### src/rtl/db_pkg.sv
// ============================================================================
// Module  : db_pkg
// Purpose : Shared types and constants for the debug-bridge slice.
// Revision: 1.0
// ============================================================================
`default_nettype none

package db_pkg;

    typedef enum logic [2:0] {
        ST_IDLE      = 3'd0,
        ST_HALT_WAIT = 3'd1,
        ST_MEM_REQ   = 3'd2,
        ST_RF_ACC    = 3'd3,
        ST_DONE      = 3'd4
    } state_t;

    typedef enum logic [2:0] {
        CMD_PAUSE  = 3'd0,
        CMD_RESUME = 3'd1,
        CMD_MEM_RD = 3'd2,
        CMD_MEM_WR = 3'd3,
        CMD_REG_RD = 3'd4,
        CMD_REG_WR = 3'd5
    } cmd_t;

    // Bit positions of each select line inside the packed select vector.
    localparam int unsigned c_SEL_W      = 6;
    localparam int unsigned c_SEL_PAUSE  = 0;
    localparam int unsigned c_SEL_RESUME = 1;
    localparam int unsigned c_SEL_MEM_RD = 2;
    localparam int unsigned c_SEL_MEM_WR = 3;
    localparam int unsigned c_SEL_REG_RD = 4;
    localparam int unsigned c_SEL_REG_WR = 5;

    localparam int unsigned c_TIMEOUT_DEFAULT = 1024;

    // Only meaningful when exactly one select bit is set.
    function automatic cmd_t sel_to_cmd(input logic [c_SEL_W-1:0] sel);
        cmd_t w_cmd;
        case (sel)
            6'b000010: w_cmd = CMD_RESUME;
            6'b000100: w_cmd = CMD_MEM_RD;
            6'b001000: w_cmd = CMD_MEM_WR;
            6'b010000: w_cmd = CMD_REG_RD;
            6'b100000: w_cmd = CMD_REG_WR;
            default:   w_cmd = CMD_PAUSE;
        endcase
        return w_cmd;
    endfunction

endpackage

`default_nettype wire

### src/rtl/db_mcu_bridge_if.sv
// ============================================================================
// Module  : db_mcu_bridge_if
// Purpose : Command channel between mcu_controller (master) and the bridge.
// Revision: 1.0
// ============================================================================
`default_nettype none

interface db_mcu_bridge_if;

    logic        valid;
    logic        pause;
    logic        resume;
    logic        mem_rd;
    logic        mem_wr;
    logic        reg_rd;
    logic        reg_wr;
    logic [31:0] addr;
    logic [31:0] d_in;
    logic        mcu_busy;
    logic [31:0] d_rd;
    logic        error;

    modport master (
        output valid, pause, resume, mem_rd, mem_wr, reg_rd, reg_wr, addr, d_in,
        input  mcu_busy, d_rd, error
    );

    modport slave (
        input  valid, pause, resume, mem_rd, mem_wr, reg_rd, reg_wr, addr, d_in,
        output mcu_busy, d_rd, error
    );

endinterface

`default_nettype wire

### src/rtl/db_timeout_ctr.sv
// ============================================================================
// Module  : db_timeout_ctr
// Purpose : Saturating wait counter; flags the TIMEOUT-th enabled cycle.
// Revision: 1.0
// ============================================================================
`default_nettype none

module db_timeout_ctr
    import db_pkg::*;
#(
    parameter int unsigned TIMEOUT = c_TIMEOUT_DEFAULT
) (
    input  logic clk,
    input  logic rst,
    input  logic clear,
    input  logic enable,
    output logic expired
);

    localparam int unsigned            c_CNT_W = $clog2(TIMEOUT + 1);
    localparam logic [c_CNT_W-1:0]     c_LAST  = c_CNT_W'(TIMEOUT - 1);
    localparam logic [c_CNT_W-1:0]     c_MAX   = c_CNT_W'(TIMEOUT);
    localparam logic [c_CNT_W-1:0]     c_ONE   = c_CNT_W'(1);

    logic [c_CNT_W-1:0] r_cnt;

    always_ff @(posedge clk) begin
        if (rst || clear) begin
            r_cnt <= '0;
        end else if (enable && (r_cnt != c_MAX)) begin
            r_cnt <= r_cnt + c_ONE;
        end
    end

    // r_cnt holds the number of already-elapsed wait cycles.
    assign expired = enable && (r_cnt >= c_LAST);

endmodule

`default_nettype wire

### src/rtl/db_mcu_bridge.sv
// ============================================================================
// Module  : db_mcu_bridge
// Purpose : Debug bridge turning controller commands into CPU halt, memory
//           and register-file accesses.
// Revision: 1.0
// ============================================================================
`default_nettype none

module db_mcu_bridge
    import db_pkg::*;
#(
    parameter int unsigned TIMEOUT = c_TIMEOUT_DEFAULT
) (
    input  logic                  clk,
    input  logic                  rst,
    db_mcu_bridge_if.slave        cmd,
    output logic                  mcu_pause,
    input  logic                  cpu_halted,
    output logic [31:0]           mem_addr,
    output logic [31:0]           mem_wdata,
    output logic                  mem_re,
    output logic                  mem_we,
    input  logic [31:0]           mem_rdata,
    input  logic                  mem_ack,
    output logic [4:0]            rf_addr,
    output logic [31:0]           rf_wdata,
    output logic                  rf_we,
    input  logic [31:0]           rf_rdata
);

    state_t             r_state,     w_state_nxt;
    cmd_t               r_cmd,       w_cmd_nxt;
    logic               r_mcu_pause, w_pause_nxt;
    logic               r_error,     w_error_nxt;
    logic [31:0]        r_d_rd,      w_d_rd_nxt;
    logic               r_mem_re,    w_mem_re_nxt;
    logic               r_mem_we,    w_mem_we_nxt;
    logic [31:0]        r_mem_addr,  w_mem_addr_nxt;
    logic [31:0]        r_mem_wdata, w_mem_wdata_nxt;
    logic               r_rf_we,     w_rf_we_nxt;
    logic [4:0]         r_rf_addr,   w_rf_addr_nxt;
    logic [31:0]        r_rf_wdata,  w_rf_wdata_nxt;

    logic [c_SEL_W-1:0] w_sel;
    cmd_t               w_cmd;
    logic               w_sel_ok;
    logic               w_access_ok;
    logic               w_ctr_clear;
    logic               w_ctr_en;
    logic               w_expired;

    always_comb begin
        w_sel               = '0;
        w_sel[c_SEL_PAUSE]  = cmd.pause;
        w_sel[c_SEL_RESUME] = cmd.resume;
        w_sel[c_SEL_MEM_RD] = cmd.mem_rd;
        w_sel[c_SEL_MEM_WR] = cmd.mem_wr;
        w_sel[c_SEL_REG_RD] = cmd.reg_rd;
        w_sel[c_SEL_REG_WR] = cmd.reg_wr;
    end

    assign w_cmd       = sel_to_cmd(w_sel);
    assign w_sel_ok    = $onehot(w_sel);
    assign w_access_ok = r_mcu_pause && cpu_halted;

    // Counter is held clear while idle so every wait starts from zero.
    assign w_ctr_clear = (r_state == ST_IDLE);
    assign w_ctr_en    = (r_state == ST_HALT_WAIT) || (r_state == ST_MEM_REQ);

    db_timeout_ctr #(
        .TIMEOUT (TIMEOUT)
    ) u_timeout_ctr (
        .clk     (clk),
        .rst     (rst),
        .clear   (w_ctr_clear),
        .enable  (w_ctr_en),
        .expired (w_expired)
    );

    always_ff @(posedge clk) begin
        if (rst) begin
            r_state     <= ST_IDLE;
            r_cmd       <= CMD_PAUSE;
            r_mcu_pause <= 1'b0;
            r_error     <= 1'b0;
            r_d_rd      <= '0;
            r_mem_re    <= 1'b0;
            r_mem_we    <= 1'b0;
            r_mem_addr  <= '0;
            r_mem_wdata <= '0;
            r_rf_we     <= 1'b0;
            r_rf_addr   <= '0;
            r_rf_wdata  <= '0;
        end else begin
            r_state     <= w_state_nxt;
            r_cmd       <= w_cmd_nxt;
            r_mcu_pause <= w_pause_nxt;
            r_error     <= w_error_nxt;
            r_d_rd      <= w_d_rd_nxt;
            r_mem_re    <= w_mem_re_nxt;
            r_mem_we    <= w_mem_we_nxt;
            r_mem_addr  <= w_mem_addr_nxt;
            r_mem_wdata <= w_mem_wdata_nxt;
            r_rf_we     <= w_rf_we_nxt;
            r_rf_addr   <= w_rf_addr_nxt;
            r_rf_wdata  <= w_rf_wdata_nxt;
        end
    end

    always_comb begin
        w_state_nxt     = r_state;
        w_cmd_nxt       = r_cmd;
        w_pause_nxt     = r_mcu_pause;
        w_error_nxt     = r_error;
        w_d_rd_nxt      = r_d_rd;
        w_mem_re_nxt    = r_mem_re;
        w_mem_we_nxt    = r_mem_we;
        w_mem_addr_nxt  = r_mem_addr;
        w_mem_wdata_nxt = r_mem_wdata;
        w_rf_we_nxt     = 1'b0;
        w_rf_addr_nxt   = r_rf_addr;
        w_rf_wdata_nxt  = r_rf_wdata;

        unique case (r_state)
            ST_IDLE: begin
                if (cmd.valid) begin
                    w_cmd_nxt   = w_cmd;
                    w_error_nxt = 1'b0;
                    w_state_nxt = ST_DONE;
                    if (!w_sel_ok) begin
                        w_error_nxt = 1'b1;
                    end else begin
                        unique case (w_cmd)
                            CMD_PAUSE: begin
                                w_pause_nxt = 1'b1;
                                w_state_nxt = ST_HALT_WAIT;
                            end
                            CMD_RESUME: begin
                                w_pause_nxt = 1'b0;
                            end
                            CMD_MEM_RD, CMD_MEM_WR: begin
                                if (!w_access_ok || (cmd.addr[1:0] != 2'b00)) begin
                                    w_error_nxt = 1'b1;
                                end else begin
                                    w_mem_addr_nxt  = cmd.addr;
                                    w_mem_wdata_nxt = cmd.d_in;
                                    w_mem_re_nxt    = (w_cmd == CMD_MEM_RD);
                                    w_mem_we_nxt    = (w_cmd == CMD_MEM_WR);
                                    w_state_nxt     = ST_MEM_REQ;
                                end
                            end
                            CMD_REG_RD, CMD_REG_WR: begin
                                if (!w_access_ok || (cmd.addr[31:5] != '0)) begin
                                    w_error_nxt = 1'b1;
                                end else begin
                                    w_rf_addr_nxt  = cmd.addr[4:0];
                                    w_rf_wdata_nxt = cmd.d_in;
                                    w_rf_we_nxt    = (w_cmd == CMD_REG_WR);
                                    w_state_nxt    = ST_RF_ACC;
                                end
                            end
                            default: begin
                                w_error_nxt = 1'b1;
                            end
                        endcase
                    end
                end
            end
            ST_HALT_WAIT: begin
                if (cpu_halted) begin
                    w_state_nxt = ST_DONE;
                end else if (w_expired) begin
                    w_error_nxt = 1'b1;
                    w_state_nxt = ST_DONE;
                end
            end
            ST_MEM_REQ: begin
                // An ack arriving on the final allowed cycle still wins.
                if (mem_ack) begin
                    w_mem_re_nxt = 1'b0;
                    w_mem_we_nxt = 1'b0;
                    if (r_cmd == CMD_MEM_RD) begin
                        w_d_rd_nxt = mem_rdata;
                    end
                    w_state_nxt = ST_DONE;
                end else if (w_expired) begin
                    w_mem_re_nxt = 1'b0;
                    w_mem_we_nxt = 1'b0;
                    w_error_nxt  = 1'b1;
                    w_state_nxt  = ST_DONE;
                end
            end
            ST_RF_ACC: begin
                if (r_cmd == CMD_REG_RD) begin
                    w_d_rd_nxt = rf_rdata;
                end
                w_state_nxt = ST_DONE;
            end
            ST_DONE: begin
                w_state_nxt = ST_IDLE;
            end
            default: begin
                w_state_nxt = ST_IDLE;
            end
        endcase
    end

    assign cmd.mcu_busy = cmd.valid || (r_state != ST_IDLE);
    assign cmd.d_rd     = r_d_rd;
    assign cmd.error    = r_error;
    assign mcu_pause    = r_mcu_pause;
    assign mem_addr     = r_mem_addr;
    assign mem_wdata    = r_mem_wdata;
    assign mem_re       = r_mem_re;
    assign mem_we       = r_mem_we;
    assign rf_addr      = r_rf_addr;
    assign rf_wdata     = r_rf_wdata;
    assign rf_we        = r_rf_we;

endmodule

`default_nettype wire

### src/flat_wrapper.sv
// flat-port wrapper written by rule: the top's interface ports become plain ports
module db_mcu_bridge_flat import db_pkg::*;
#(
    parameter int unsigned TIMEOUT = c_TIMEOUT_DEFAULT
)
  (clk, rst, mcu_pause, cpu_halted, mem_addr, mem_wdata, mem_re, mem_we, mem_rdata, mem_ack, rf_addr, rf_wdata, rf_we, rf_rdata, cmd_valid, cmd_pause, cmd_resume, cmd_mem_rd, cmd_mem_wr, cmd_reg_rd, cmd_reg_wr, cmd_addr, cmd_d_in, cmd_mcu_busy, cmd_d_rd, cmd_error);
  db_mcu_bridge_if cmd_i ();
  input  logic clk;
  input  logic rst;
  output logic mcu_pause;
  input  logic cpu_halted;
  output logic [31:0] mem_addr;
  output logic [31:0] mem_wdata;
  output logic mem_re;
  output logic mem_we;
  input  logic [31:0] mem_rdata;
  input  logic mem_ack;
  output logic [4:0] rf_addr;
  output logic [31:0] rf_wdata;
  output logic rf_we;
  input  logic [31:0] rf_rdata;
  input wire logic [$bits(cmd_i.valid)-1:0] cmd_valid;
  input wire logic [$bits(cmd_i.pause)-1:0] cmd_pause;
  input wire logic [$bits(cmd_i.resume)-1:0] cmd_resume;
  input wire logic [$bits(cmd_i.mem_rd)-1:0] cmd_mem_rd;
  input wire logic [$bits(cmd_i.mem_wr)-1:0] cmd_mem_wr;
  input wire logic [$bits(cmd_i.reg_rd)-1:0] cmd_reg_rd;
  input wire logic [$bits(cmd_i.reg_wr)-1:0] cmd_reg_wr;
  input wire logic [$bits(cmd_i.addr)-1:0] cmd_addr;
  input wire logic [$bits(cmd_i.d_in)-1:0] cmd_d_in;
  output wire logic [$bits(cmd_i.mcu_busy)-1:0] cmd_mcu_busy;
  output wire logic [$bits(cmd_i.d_rd)-1:0] cmd_d_rd;
  output wire logic [$bits(cmd_i.error)-1:0] cmd_error;
  assign cmd_i.valid = cmd_valid;
  assign cmd_i.pause = cmd_pause;
  assign cmd_i.resume = cmd_resume;
  assign cmd_i.mem_rd = cmd_mem_rd;
  assign cmd_i.mem_wr = cmd_mem_wr;
  assign cmd_i.reg_rd = cmd_reg_rd;
  assign cmd_i.reg_wr = cmd_reg_wr;
  assign cmd_i.addr = cmd_addr;
  assign cmd_i.d_in = cmd_d_in;
  assign cmd_mcu_busy = cmd_i.mcu_busy;
  assign cmd_d_rd = cmd_i.d_rd;
  assign cmd_error = cmd_i.error;
  db_mcu_bridge #(.TIMEOUT(TIMEOUT)) u_core (.clk(clk), .rst(rst), .cmd(cmd_i), .mcu_pause(mcu_pause), .cpu_halted(cpu_halted), .mem_addr(mem_addr), .mem_wdata(mem_wdata), .mem_re(mem_re), .mem_we(mem_we), .mem_rdata(mem_rdata), .mem_ack(mem_ack), .rf_addr(rf_addr), .rf_wdata(rf_wdata), .rf_we(rf_we), .rf_rdata(rf_rdata));
endmodule
### config.mk
export PLATFORM = sky130hd
export DESIGN_NAME = db_mcu_bridge_flat
export DESIGN_NICKNAME = d
export VERILOG_FILES = /design/src/rtl/db_pkg.sv /design/src/rtl/db_mcu_bridge_if.sv /design/src/rtl/db_timeout_ctr.sv /design/src/rtl/db_mcu_bridge.sv /design/src/flat_wrapper.sv
export SDC_FILE = /design/constraint.sdc
export NUM_CORES = 1
export LEC_CHECK = 0
export CORE_ASPECT_RATIO = 1.25
export CORE_MARGIN = 2
export CORE_UTILIZATION = 40
export DETAILED_ROUTE_END_ITERATION = 10
export GPL_TIMING_DRIVEN = 0
export PLACE_DENSITY = 0.76
export SLEW_MARGIN = 20
export SYNTH_ARGS = -nofsm -noshare
export SYNTH_HDL_FRONTEND = slang
export SYNTH_SLANG_ARGS = --single-unit
### constraint.sdc
create_clock -name clk -period 4.5 [get_ports clk]
set_input_delay 0.9 -clock clk [delete_from_list [all_inputs] [get_ports clk]]
set_output_delay 0.9 -clock clk [all_outputs]
set_load 0.02 [all_outputs]
**Word-level counts from Yosys, hierarchy flattened**

Cells that the tools add are included.

- Bitwise gates (word level): 6
- Mux-type cells: 36
- Add/subtract/negate cells: 6
- Reductions and logical operators: 29
- Equality and inequality tests: 27
- Order comparisons: 1

Operator list:

| operator | number |
|---|---|
| 32-bit two-way mux | 3 |
| 32-bit case mux with 2 select lines | 1 |
| 27-bit nonzero test | 1 |
| 3-bit two-way mux | 7 |
| 1-bit two-way mux | 17 |
| 3-bit by 2-bit equality test with 1-bit output (second input constant) | 5 |
| 3-bit case mux with 5 select lines | 1 |
| 2-bit != test (second input constant) | 6 |
| 3-bit case mux with 4 select lines | 1 |
| 4-bit AND reduction | 3 |
| 11-bit by 1-bit adder with 11-bit output (second input constant) | 1 |
| 11-bit by 10-bit greater-or-equal comparator with 1-bit output (second input constant) | 1 |
| 11-bit != test (second input constant) | 1 |
| 5-bit AND reduction | 2 |
| 3-bit by 1-bit equality test with 1-bit output (second input constant) | 3 |
| 3-bit equality test (second input constant) | 3 |
| 3-bit case mux with 3 select lines | 1 |
| 2-bit nonzero test | 4 |
| 1-bit by 1-bit adder with 2-bit output | 3 |
| 3-bit adder | 2 |
| 6-bit by 2-bit equality test with 1-bit output (second input constant) | 1 |
| 6-bit by 3-bit equality test with 1-bit output (second input constant) | 1 |
| 6-bit by 4-bit equality test with 1-bit output (second input constant) | 1 |
| 6-bit by 5-bit equality test with 1-bit output (second input constant) | 1 |
| 15 further kinds | 35 |

- Bits in registers: 155

**Depth between registers and ports, before layout**

- Word-level depth: 8
- Depth in mapped cells: 14
- Mapped depth without buffers: 11

**Hierarchy**

Synthesis repeated with hierarchy kept, for this count alone.

- Cells, all modules: 753
- Area total of the unflattened synthesis: 6775.2 sq um

By module, submodules not included:

| module | area an instance (sq um) | instances | cells an instance |
|---|---|---|---|
| db_mcu_bridge | 6189.7 | 1 | 684 |
| db_timeout_ctr | 585.6 | 1 | 69 |

**Worst setup path before layout**

OpenSTA, ideal clock, no wires.

- Path type: input -> register
- Start: in cmd_resume
- End: reg u_core.r_rf_addr[1] (netlist: u_core.rf_addr[1])
- Path buffers: 3
- Arrival time: 3.012 ns
- Slack: 1.417 ns
- Setup time: 0.070 ns
- Stages on the path: 13
- Path through: ha_1 inv_1 fa_1 inv_1 ha_1 xnor2_1 and3b_1 buf_2 nand3_1 buf_2 clkbuf_1 nand2_1 a21oi_1

- Cells in the longest elaborated chain, start to end: 5

Ends and longest elaborated chain:

| element | line | RTL |
|---|---|---|
| start, declared | flat_wrapper.sv:24 | `input wire logic [$bits(cmd_i.resume)-1:0] cmd_resume;` |
| 1-bit by 1-bit adder with 2-bit output (implied by the code), or another cell as far along | db_mcu_bridge.sv:63 | `assign w_sel_ok = $onehot(w_sel);` |
| 3-bit adder (implied by the code) or 3-bit case mux with 5 select lines (tied branches) | db_mcu_bridge.sv:63, db_pkg.sv:41 |  |
| 3-bit adder (implied by the code) or 3-bit equality test (tied branches) | db_mcu_bridge.sv:63, db_mcu_bridge.sv:133 |  |
| 3-bit by 1-bit equality test with 1-bit output or 2-bit OR reduction (tied branches) | db_mcu_bridge.sv:63, db_mcu_bridge.sv:133 |  |
| 5-bit AND reduction (no line) * | -- |  |
| end signal, assigned | db_mcu_bridge.sv:105 | `r_rf_addr <= w_rf_addr_nxt;` |
| end, declared | db_mcu_bridge.sv:41 | `logic [4:0] r_rf_addr, w_rf_addr_nxt;` |

Mark *: on every way between the ends. The rest lies on a longest branch, timed or not.
A chain may end at the register's enable or synchronous reset.

**Worst setup path after layout**

- Start: in cmd_resume
- End: reg u_core.r_rf_wdata[27] (netlist: u_core.rf_wdata[27])

- Cells in the longest elaborated chain, start to end: 5

Ends and longest elaborated chain:

| element | line | RTL |
|---|---|---|
| 1-bit by 1-bit adder with 2-bit output (implied by the code), or another cell as far along | db_mcu_bridge.sv:63 |  |
| 3-bit adder (implied by the code) or 3-bit case mux with 5 select lines (tied branches) | db_mcu_bridge.sv:63, db_pkg.sv:41 |  |
| 3-bit adder (implied by the code) or 3-bit equality test (tied branches) | db_mcu_bridge.sv:63, db_mcu_bridge.sv:133 |  |
| 3-bit by 1-bit equality test with 1-bit output or 2-bit OR reduction (tied branches) | db_mcu_bridge.sv:63, db_mcu_bridge.sv:133 |  |
| 5-bit AND reduction (no line) * | -- |  |
| end signal, assigned | db_mcu_bridge.sv:106 | `r_rf_wdata <= w_rf_wdata_nxt;` |
| end, declared | db_mcu_bridge.sv:42 | `logic [31:0] r_rf_wdata, w_rf_wdata_nxt;` |

Marked as above.

==> metrics.md <==
| Metric | Value |
|---|---|
| Status | `finished clean` |
| Xor/xnor share of the synthesized area | `0.0117` |
| Worst setup startpoint | `cmd_resume` |
| Post-synthesis mux area share | `0.0521` |
| Post-CTS Setup Repair Bufs | `0` |
| Adder-Cell Fraction of Synth Area | `0.0413` |
| Post-cts gate resize count | `0` |
| Period minus WS final | `3.77 ns` |
| Filler instances | `1487` |
| Vias in the first global route | `6297` |
| Worst Skew | `0.00890 ns` |
| Nets | `1239` |
| Drt first pass iters | `6` |
| Fmax achieved | `265 MHz` |
| R2R Setup Slk | `2.14 ns` |
| EDFF count, synth | `0` |
| FP Rows | `53` |
| Placed cell area | `0.00977 sq mm` |
| CP Max Fanout | `10` |
| GP Congestion | `0.846` |
| Relative slew slack | `0.388` |
| # clock sinks | `155` |
| CTS tree | `done` |
| IO Pins | `278` |
| Hold Crit Class | `register to register` |
| Grt total ovfl | `0` |
| Die W | `120 um` |
| DRT iter0 DRCs | `324` |
| Max-Cap Viols | `0` |
| Met3 WL | `1730 um` |
| CTS root buf | `clkbuf_16` |
| Antenna violations before repair | `0` |
| IO Port Bufs | `276` |
| Slew Viols, Final | `0` |
| Antenna-violating nets left | `0` |
| FF-to-FF path depth | `9` |
| Die area | `0.0179 sq mm` |
| CP Capture Type | `register` |
| Mapped Avg Cell Area | `8.58 sq um` |
| GRT Total Usage | `0.233` |
| Pleak | `3.73 nW` |
| H-tree depth | `4` |
| Worst EP arrival | `4.12 ns` |
| CTS Buf Count | `17` |
| Reg-to-reg critical path endpoint | `u_core.rf_wdata[27]` |
| Maximum number of pins on one net before global-route repair | `17` |
| Post-synthesis compound-gate area fraction | `0.162` |
| Post-Place Setup Slack | `0.266 ns` |
| Library cells used by synthesis | `48` |
| Buf/Inv on CP | `6` |
| Worst EP required | `4.85 ns` |
| Syn Std Cell Area | `0.00673 sq mm` |
| Synth Register Bits | `155` |
| Count of final setup violators | `0` |
| Sequential area share after synthesis | `0.461` |
| PwrDens | `293 mW/mm^2` |
| Post-synth ARST share | `0` |
| Area Overhead vs Synth | `53.3%` |
| Post-synthesis instance total | `784` |
| Largest buffer count on any clock path | `2` |
| CP Launch Type | `input port` |
| Commonest non-fill, non-tap cell in the layout | `clkdlybuf4s50_1` |
| Maximum resistive drop on vdd | `0.000189 V` |
| Core area | `0.0166 sq mm` |
| Crit path to | `u_core.rf_wdata[27]` |
| Routed WL | `21100 um` |
| DR WL/cell | `16.1 um` |
| Final Cycle Share | `0.839` |
| Final Hold Viols | `0` |
| Layout cells sized above 1 | `0.0780` |
| Post-DP HPWL | `16300 um` |
| WL met1 | `8270 um` |
| Worst-path clk slew | `0.06 ns` |
| CP cell instances | `clkdlybuf4s50_1 > ha_1 > inv_1 > fa_1 > inv_1 > ha_1 > xnor2_1 > and3b_1 > buf_2 > nand3_1 > buf_2 > clkbuf_1 > nand2_1 > a21oi_1` |
| Via count | `6479` |
| Delay-heaviest family, CP | `buffers and inverters` |
| Vias per inst | `4.95` |
| Crit path kind | `input port to register` |
| Crit-path max cell delay | `0.54 ns` |
| Critical-path top delay cell | `fa_1` |
| Die H | `149 um` |
| Worst-Margin Slew | `0.906 ns` |
| Ys Warns | `0` |
| Synth Net Count | `944` |
| Simple-gate area share of the yosys netlist | `0.214` |
| Max layer used | `met4` |
| Initial Util | `0.404` |
| Reg2reg start | `u_core.r_state[0]` |
| Setup ws final | `0.725 ns` |
| Hold_buf cts | `0` |
| Most used flip-flop cell after synthesis | `dfxtp_1` |
| Largest family of logic cells by synthesized area | `simple AND/OR/NAND/NOR gates` |
| Ant. Diodes | `0` |
| Clock latency on the worst-skew pair | `0.42 ns` |
| DR WL met2 | `10600 um` |
| First-pass GRT wire length | `32800 um` |
| RSZ-0062 raised after global routing | `no` |
| Final instance area | `0.0103 sq mm` |
| DR DRC count | `0` |
| Setup tns final | `0 ns` |
| Most frequent cells in the layout | `276 x clkdlybuf4s50_1, 208 x nand2_1, 155 x dfxtp_1` |
| Critical path depth | `14` |
-- state kept, by name (all words and copies together), names as in the netlist --
| signal | cells |
|---|---|
| u_core.cmd.d_rd | 32 |
| u_core.mem_addr | 32 |
| u_core.mem_wdata | 32 |
| u_core.rf_wdata | 32 |
| u_core.u_timeout_ctr.r_cnt | 11 |
| u_core.rf_addr | 5 |
| u_core.r_cmd | 3 |
| u_core.r_state | 3 |
| u_core.cmd.error | 1 |
| u_core.mcu_pause | 1 |
| u_core.mem_re | 1 |
| u_core.mem_we | 1 |
| u_core.rf_we | 1 |
-- kinds of logic (layout without fill, tap and decap cells) --
kind of cell / after synthesis / count (layout)
muxes: 35 / 35
xor gates and xnor gates: 9 / 9
buffers and inverters: 76 / 382
AOI/OAI and AO/OA: 162 / 162
and+or+nand+nor: 326 / 326
adders and majority gates: 21 / 21
DFF: 155 / 155
-- how the worst min path moves through the flow --
stage | from | to | slack, ns | depth (start not counted)
CTS | u_core.rf_wdata[23] | u_core.rf_wdata[23] | 0.45 | 2
finish | u_core.rf_wdata[25] | u_core.rf_wdata[25] | 0.45 | 2
global route | u_core.mem_addr[3] | u_core.mem_addr[3] | 0.47 | 2
detailed placement | u_core.rf_wdata[23] | u_core.rf_wdata[23] | 0.44 | 2
floorplan | u_core.r_cmd[2] | u_core.r_cmd[2] | 0.47 | 2
global placement | u_core.rf_addr[4] | u_core.rf_addr[4] | 0.44 | 2
-- cell type report --
| class | instances | area [sq um] | share of cell area |
|---|---|---|---|
| Timing Repair Buffer | 276 | 2760 | 0.268 |
| Inverter | 24 | 90.1 | 0.00874 |
| Multi-Input combinational cell | 553 | 3240 | 0.314 |
| Sequential cell | 155 | 3100 | 0.301 |
| Buffer | 52 | 295 | 0.0286 |
| Clock inverter | 11 | 113 | 0.0109 |
| Clock buffer | 19 | 433 | 0.0420 |
| Tap cell | 220 | 275 | 0.0267 |
-- power by group --
group          switching [mW]  total [mW]  internal (mW)
clock network           0.591        1.35          0.764
logic                   0.125       0.286          0.161
registers             0.00572        1.38           1.38
-- layer usage --
metal,GRT usage,vias to the layer above
li1,-,3241
met1,0.256,2985
met2,0.413,222
met3,0.0822,31
met4,0.0847,0
met5,0,-
-- synth_stat cells, drive strengths merged (3+ instances only) --
master | number | area share
nand2 | 208 | 0.12
dfxtp | 155 | 0.46
a21oi | 108 | 0.082
nor2 | 53 | 0.030
mux2i | 35 | 0.052
a211oi | 33 | 0.058
clkbuf | 28 | 0.016
buf | 24 | 0.028
inv | 24 | 0.013
ha | 19 | 0.035
nor4 | 10 | 0.0093
nand3 | 6 | 0.0045
nand3b | 5 | 0.0056
nor3 | 5 | 0.0037
o21ai | 5 | 0.0037
or3 | 5 | 0.0046
xnor2 | 5 | 0.0065
nand4b | 4 | 0.0052
nor2b | 4 | 0.0037
nor4b | 4 | 0.0074
xor2 | 4 | 0.0052
and2 | 3 | 0.0028
and3 | 3 | 0.0028
and4 | 3 | 0.0039
nor3b | 3 | 0.0033
o211ai | 3 | 0.0033
o31ai | 3 | 0.0033
-- worst reg2reg max path: cells and delay by family, from the launching register on --
| family | cells | cell delay [ns] |
|---|---|---|
| AO/OA/AOI/OAI | 1 | 0.07 |
| buffers and inverters | 4 | 0.86 |
| AND/OR/NAND/NOR | 4 | 1.02 |
| flip-flops | 1 | 0.30 |
-- metrics by stage --
stage / instances / util / total power, mW / hold WS, ns
2_1_floorplan: 784 / - / 1.53 / 0.466
3_3_place_gp: 1280 / 0.587 / 1.70 / 0.437
3_5_place_dp: 1280 / 0.587 / 1.70 / 0.444
4_1_cts: 1310 / 0.620 / 3.05 / 0.451
5_1_grt: 1310 / 0.620 / 3.14 / 0.472
6_report: 1310 / 0.620 / 3.03 / 0.449
Note: power is estimated with default switching activity, not from simulation.
